===== src/rtl/ibex_register_file_arbiter_pkg.sv =====
// Shared types and helpers for the register file arbiter: FSM state encoding and
// the effective register count for RV32E / RV32I configurations.
package ibex_register_file_arbiter_pkg;

    typedef enum logic [1:0] {
        RF_ARB_CLEAR,
        RF_ARB_IDLE,
        RF_ARB_DBG_RESP
    } rf_arb_state_e;

    function automatic int unsigned num_regs_eff(input bit rv32e, input int unsigned num_regs);
        return rv32e ? 32'd16 : num_regs;
    endfunction

endpackage


===== src/rtl/ibex_register_file_arbiter.sv =====
// Arbitrates the single write port of a reset-less FPGA register file between a
// hardware clear sweep, core writeback and a debug access port.
module ibex_register_file_arbiter
    import ibex_register_file_arbiter_pkg::*;
#(
    parameter bit                    RV32E        = 1'b0,
    parameter int unsigned           DataWidth    = 32,
    parameter int unsigned           NumRegs      = 32,
    parameter logic [DataWidth-1:0]  WordZeroVal  = '0,
    parameter bit                    ClearOnReset = 1'b1,
    localparam int unsigned          ADDR_WIDTH   = $clog2(NumRegs)
) (
    input  logic                  clk_i,
    input  logic                  rst_i,

    input  logic                  clear_req_i,
    output logic                  busy_o,
    output logic                  core_stall_o,

    input  logic                  core_we_i,
    input  logic [ADDR_WIDTH-1:0] core_waddr_i,
    input  logic [DataWidth-1:0]  core_wdata_i,
    input  logic [ADDR_WIDTH-1:0] core_raddr_b_i,

    output logic                  rf_we_o,
    output logic [ADDR_WIDTH-1:0] rf_waddr_o,
    output logic [DataWidth-1:0]  rf_wdata_o,
    output logic [ADDR_WIDTH-1:0] rf_raddr_b_o,
    input  logic [DataWidth-1:0]  rf_rdata_b_i,

    input  logic                  dbg_req_i,
    output logic                  dbg_gnt_o,
    input  logic                  dbg_we_i,
    input  logic [ADDR_WIDTH-1:0] dbg_addr_i,
    input  logic [DataWidth-1:0]  dbg_wdata_i,
    output logic                  dbg_rvalid_o,
    output logic [DataWidth-1:0]  dbg_rdata_o,
    output logic                  dbg_err_o
);

    localparam int unsigned           NumRegsEff   = num_regs_eff(RV32E, NumRegs);
    localparam logic [ADDR_WIDTH-1:0] ClrLast      = ADDR_WIDTH'(NumRegsEff - 1);
    localparam logic [ADDR_WIDTH:0]   NumRegsEffW  = (ADDR_WIDTH + 1)'(NumRegsEff);
    localparam rf_arb_state_e         ResetState   = ClearOnReset ? RF_ARB_CLEAR : RF_ARB_IDLE;

    rf_arb_state_e         state_q, state_d;
    logic [ADDR_WIDTH-1:0] clr_cnt_q, clr_cnt_d;
    logic                  dbg_addr_oor;
    logic                  dbg_addr_zero;

    assign dbg_addr_oor  = {1'b0, dbg_addr_i} >= NumRegsEffW;
    assign dbg_addr_zero = (dbg_addr_i == '0);

    always_ff @(posedge clk_i or posedge rst_i) begin
        if (rst_i) begin
            state_q   <= ResetState;
            clr_cnt_q <= ADDR_WIDTH'(1);
        end else begin
            state_q   <= state_d;
            clr_cnt_q <= clr_cnt_d;
        end
    end

    always_comb begin
        state_d      = state_q;
        clr_cnt_d    = clr_cnt_q;
        rf_we_o      = core_we_i && (core_waddr_i != '0);
        rf_waddr_o   = core_waddr_i;
        rf_wdata_o   = core_wdata_i;
        rf_raddr_b_o = core_raddr_b_i;
        busy_o       = 1'b0;
        core_stall_o = 1'b0;
        dbg_gnt_o    = 1'b0;

        unique case (state_q)
            RF_ARB_CLEAR: begin
                // Address 0 is hardwired zero, so the sweep starts at 1.
                rf_we_o      = 1'b1;
                rf_waddr_o   = clr_cnt_q;
                rf_wdata_o   = WordZeroVal;
                busy_o       = 1'b1;
                core_stall_o = 1'b1;
                if (clr_cnt_q == ClrLast) begin
                    state_d   = RF_ARB_IDLE;
                    clr_cnt_d = ADDR_WIDTH'(1);
                end else begin
                    clr_cnt_d = clr_cnt_q + ADDR_WIDTH'(1);
                end
            end
            RF_ARB_IDLE: begin
                if (clear_req_i) begin
                    state_d = RF_ARB_CLEAR;
                end else if (dbg_req_i && !core_we_i) begin
                    // Debug owns both ports for this cycle; the core is held off.
                    dbg_gnt_o    = 1'b1;
                    core_stall_o = 1'b1;
                    rf_raddr_b_o = dbg_addr_i;
                    rf_we_o      = dbg_we_i && !dbg_addr_zero && !dbg_addr_oor;
                    rf_waddr_o   = dbg_addr_i;
                    rf_wdata_o   = dbg_wdata_i;
                    state_d      = RF_ARB_DBG_RESP;
                end
            end
            RF_ARB_DBG_RESP: begin
                state_d = RF_ARB_IDLE;
            end
            default: begin
                state_d = RF_ARB_IDLE;
            end
        endcase
    end

    // Response captures the pre-write read value at grant time.
    always_ff @(posedge clk_i or posedge rst_i) begin
        if (rst_i) begin
            dbg_rvalid_o <= 1'b0;
            dbg_rdata_o  <= '0;
            dbg_err_o    <= 1'b0;
        end else begin
            dbg_rvalid_o <= dbg_gnt_o;
            if (dbg_gnt_o) begin
                dbg_rdata_o <= (dbg_addr_oor || dbg_addr_zero) ? '0 : rf_rdata_b_i;
                dbg_err_o   <= dbg_addr_oor;
            end
        end
    end

endmodule

===== config.mk =====
export PLATFORM = sky130hd
export DESIGN_NAME = ibex_register_file_arbiter
export DESIGN_NICKNAME = d
export VERILOG_FILES = /design/src/rtl/ibex_register_file_arbiter_pkg.sv /design/src/rtl/ibex_register_file_arbiter.sv
export SDC_FILE = /design/constraint.sdc
export NUM_CORES = 1
export LEC_CHECK = 0
export BUFFER_PORTS_ARGS = -buffer_cell sky130_fd_sc_hd__buf_2
export CELL_PAD_IN_SITES_DETAIL_PLACEMENT = 0
export CELL_PAD_IN_SITES_GLOBAL_PLACEMENT = 1
export CORE_MARGIN = 2
export CORE_UTILIZATION = 25
export DETAILED_ROUTE_END_ITERATION = 6
export GPL_TIMING_DRIVEN = 0
export PLACE_DENSITY_LB_ADDON = 0.2
export SYNTH_ARGS = -nofsm -noshare
export SYNTH_HDL_FRONTEND = slang
export SYNTH_SLANG_ARGS = --single-unit

===== constraint.sdc =====
create_clock -name clk_i -period 2.1 [get_ports clk_i]
set_input_delay 0.21 -clock clk_i [delete_from_list [all_inputs] [get_ports clk_i]]
set_output_delay 0.21 -clock clk_i [all_outputs]
set_load 0.005 [all_outputs]

==> summary by stage <==
GRT
In the global route stage, met3 resource usage came out at 0.0431. For this run, global-route usage on met2 was measured as 0.251. For this run, the total global-route usage over all layers was measured as 0.149.

Global routing finished with a remaining overflow of 0. The most congested layer reported by global routing is met2. The first global-routing pass estimated 10.4 mm of wire. The number of global-route vias before repair was about 2,100.

The number of antenna violations at the first check in global routing came to 0. The routing usage on met1 is 0.186. The pin count of the biggest net entering global routing is 41.

STA
Setup violations remaining at the end of the flow were counted as 0. The number of endpoints with negative hold slack in the final report came to 0. The count of pins over their slew limit is 0. The fraction of the cycle the final worst path needs is 0.951. The worst-margin pin slew is between 0.8 and 0.9 ns. Based on the critical path, the design can be clocked at up to roughly 0.50 GHz. The largest clock skew in the final design is ~0.0042 ns.

The headroom to the max-slew limit is 0.455. In the post-route analysis, the smallest setup slack over all paths is ~0.10 ns. The total negative slack for setup checks is 0 ns. The final critical path time including I/O delays and setup is 2.00 ns.

Setup repair after global routing left no endpoint under its margin.

Synth
A synthesized cell averages ~12 µm². The combined area of all synthesized cells is about 2000 µm². The count of warnings emitted by yosys is 0. Synthesis produced about 180 cells.

The part of the Yosys area used for sequential elements is 0.488. The number of nets handed over by synthesis was slightly below 300. Synthesis inferred 40 register bits. The number of distinct library cells after synthesis is 33.

Layout
At the end of the flow the core is filled with cells to 0.402. Compared with the post-synthesis result, the final layout area differs by 58.4%. After filler insertion, the fill cell instance count of the layout stands at 862.

The summed area of non-filler cells in the final layout is 3250 µm². The number of nets in the finished design is about 500. The fraction of layout instances using a drive strength above 1 is 0.610. The number of inserted diodes is 0.

Worst setup path
The data arrival time of the critical path is roughly 1.8 ns. The critical path goes through nand2b_1, or2_4, buf_6, buf_6, a21o_1, buf_2. In this run the worst path has a maximum fanout of 10. The delay contributed by the slowest stage of the critical path is ~0.46 ns. The buffer and inverter count on the worst path is 3. The launching element type of the critical path is a register. The kind of cell adding the most delay to the critical path is simple AND/OR/NAND/NOR gates. The nature of the critical path endpoint is a primary output. The highest-delay cell along the critical path is sky130_fd_sc_hd__dfrtp_2.

The critical path is of the register to primary output type. Counting stages on the worst path, the most repeated cell is sky130_fd_sc_hd__buf_6. The worst endpoint required time is ~1.9 ns.

Drt
The remaining number of nets flagged by the antenna check after routing is 0. Summed over all layers, the routed wires come to about 7.4 mm. The number of iterations in the first detailed-routing pass is 4. The initial DRC count is 41.

After detailed routing, the number of vias per cell comes to about 4.7. After detailed routing, the number of remaining DRC violations is 0. The final routed wire length divided by cell count is approximately 15 µm. The overall via count from detail_route is around 2,300.

Power
Of the total power, the share spent switching nets is 0.326. Power spread over the standard cell area amounts to 1020 nW/µm². The share of total power in combinational logic is 0.436. The internal portion of the total power is 2.24 mW. Of the total power, registers draw 0.418. VDD sags by at most about 0.46 mV.

Of the total power, the clock network draws 0.146. The power consumption is 3.32 mW. The switching component of the power is around 1.1 mW. Summed over all cells, the static leakage comes to ~1.9 nW.

Place
Prior to clock tree synthesis, the placed netlist has a worst setup slack of 0.143 ns. The post-detailed-placement half-perimeter wirelength is 5.96 mm. The count of input and output buffers is approximately 200. The routability congestion estimate is approximately 0.75. The placed instance area is roughly 3200 µm².

Clocking
The clock passes through at most 2 buffers. The number of clock sinks is 40. Clock-pin slew was measured on the worst setup and hold paths at roughly 0.080 ns. TritonCTS built the clock tree. The tree is rooted in a sky130_fd_sc_hd__clkbuf_8.

Buffers inserted during clock tree synthesis total 5. CTS built an H-tree with a depth of 2. At the later pin of the worst-skew pair, clock insertion delay measures between 0.2 and 0.3 ns. In this run, post-CTS hold repair placed 0 buffers.

Flow run
The number of maximum-capacitance constraint violations is 0.

Floorplanning
The placeable core area is around 8100 µm². The number of top-level design ports is 197. The die is about 95 µm tall. The number of placement rows is 33. The full die area is 8950 µm². The initial utilization of the core area, before any placement, comes to 0.254. The horizontal die dimension is around 95 µm.

Worst hold path
The path category of the worst min-delay check is input pin to async pin.

Outcome
The flow ran to the end, and the final reports show no timing, DRC or antenna violations.
## path summary, 6_finish.rpt
check	depth (start not counted)	slack [ns]	startpoint	endpoint
setup / recovery	6	0.10	state_q[1]	rf_raddr_b_o[1]
hold / removal	2	0.07	rst_i	dbg_rdata_o[3]
setup reg to reg	6	0.48	clr_cnt_q[0]	clr_cnt_q[2]
hold reg to reg	1	0.50	dbg_rdata_o[10]	dbg_rdata_o[10]
max in group asynchronous	2	1.45	rst_i	state_q[1]
min in group clk_i	2	0.13	rf_rdata_b_i[8]	dbg_rdata_o[8]
## power groups by stage
stage | clock network, mW | registers (mW) | logic (mW)
floorplan | 0 | 1.39 | 0.723
global placement | 0 | 1.38 | 1.46
detailed placement | 0 | 1.37 | 1.48
CTS | 0.509 | 1.38 | 1.47
global route | 0.541 | 1.43 | 1.59
finish | 0.485 | 1.39 | 1.45
## timing repair
action                                  CTS  global route
cloned                                    0             0
resized for setup                         3             4
endpoints found under the setup margin   39            35
setup buffers                             0             1
endpoints found under the hold margin     0             0
## synthesized netlist by cell type
master                      instances  area share
sky130_fd_sc_hd__or3_1              1      0.0031
sky130_fd_sc_hd__dfrtp_1           39        0.48
sky130_fd_sc_hd__mux2_2             6       0.033
sky130_fd_sc_hd__and2_1             4       0.012
sky130_fd_sc_hd__buf_2              4      0.0098
sky130_fd_sc_hd__buf_4              4       0.015
sky130_fd_sc_hd__nand3_1            1      0.0024
sky130_fd_sc_hd__mux2i_1            1      0.0049
sky130_fd_sc_hd__clkbuf_1           6       0.011
sky130_fd_sc_hd__nor2b_1            1      0.0031
sky130_fd_sc_hd__conb_1             1      0.0018
sky130_fd_sc_hd__a211o_1            1      0.0043
sky130_fd_sc_hd__o31ai_1            1      0.0037
sky130_fd_sc_hd__ha_1               2       0.012
sky130_fd_sc_hd__nor3_1             4      0.0098
sky130_fd_sc_hd__and3_1             1      0.0031
sky130_fd_sc_hd__inv_1              6       0.011
sky130_fd_sc_hd__a221o_1            5       0.024
sky130_fd_sc_hd__a211oi_2           1      0.0061
sky130_fd_sc_hd__a21oi_1            3      0.0073
sky130_fd_sc_hd__or2_1              1      0.0031
sky130_fd_sc_hd__inv_2              1      0.0018
sky130_fd_sc_hd__nand2_1            1      0.0018
sky130_fd_sc_hd__nor2_1             4      0.0073
sky130_fd_sc_hd__a21o_1             2      0.0073
sky130_fd_sc_hd__nor4_1             1      0.0031
sky130_fd_sc_hd__buf_6              3       0.016
sky130_fd_sc_hd__a2111oi_0          1      0.0043
sky130_fd_sc_hd__o21ai_0            3      0.0073
sky130_fd_sc_hd__or3b_4             1      0.0055
sky130_fd_sc_hd__nand2b_1           1      0.0031
sky130_fd_sc_hd__dfstp_2            1       0.013
sky130_fd_sc_hd__a22o_1            64        0.27
## kinds of logic (layout without fill, tap and decap cells)
kind of cell | Yosys count | in the layout | share of synthesized area
compound gates | 81 | 81 | 0.338
fa+ha+maj | 2 | 2 | 0.0122
buf+inv | 24 | 225 | 0.0646
flops | 40 | 40 | 0.488
mux | 7 | 7 | 0.0378
other cells | 1 | 1 | 0.00183
simple gates | 21 | 21 | 0.0573
## area by class of cell
cell class	instances	area [µm²]	area share
Timing Repair Buffer	196	983	0.303
Buffer	15	101	0.0312
Clock buffer	5	68.8	0.0212
Tap cell	105	131	0.0404
Multi-Input combinational cell	112	920	0.283
Sequential cell	40	1000	0.309
Inverter	7	28.8	0.00885
Clock inverter	2	12.5	0.00385
## per-stage QoR
stage	instances	hold slack, ns
2_1_floorplan	176	0.343
3_3_place_gp	476	0.426
3_5_place_dp	476	0.431
4_1_cts	481	0.117
5_1_grt	482	0.121
6_report	482	0.0723
## metal layers
metal  vias to the layer above  routed length, µm
met5                         -                  0
met4                         0                102
met3                        10                739
met2                       113               3540
met1                      1041               3040
li1                       1090                  -
## placed cells by master (no fill, tap or decap), types with 2 or more instances in the layout
cell type,count
sky130_fd_sc_hd__nor2_1,4
sky130_fd_sc_hd__clkbuf_1,2
sky130_fd_sc_hd__buf_2,199
sky130_fd_sc_hd__dfrtp_2,2
sky130_fd_sc_hd__a21oi_1,3
sky130_fd_sc_hd__ha_1,2
sky130_fd_sc_hd__o21ai_0,3
sky130_fd_sc_hd__a21o_1,2
sky130_fd_sc_hd__a221o_1,5
sky130_fd_sc_hd__and2_1,4
sky130_fd_sc_hd__buf_6,3
sky130_fd_sc_hd__nor3_1,4
sky130_fd_sc_hd__buf_4,5
sky130_fd_sc_hd__inv_1,5
sky130_fd_sc_hd__clkbuf_2,2
sky130_fd_sc_hd__clkbuf_8,5
sky130_fd_sc_hd__dfrtp_1,37
sky130_fd_sc_hd__a22o_1,64
sky130_fd_sc_hd__mux2_2,6
## state kept, by name (all words and copies together), names as in the netlist
name and count:
dbg_rvalid_o 1, clr_cnt_q 5, dbg_rdata_o 32, state_q 2
No activity file was read; power rests on OpenSTA's default activity.
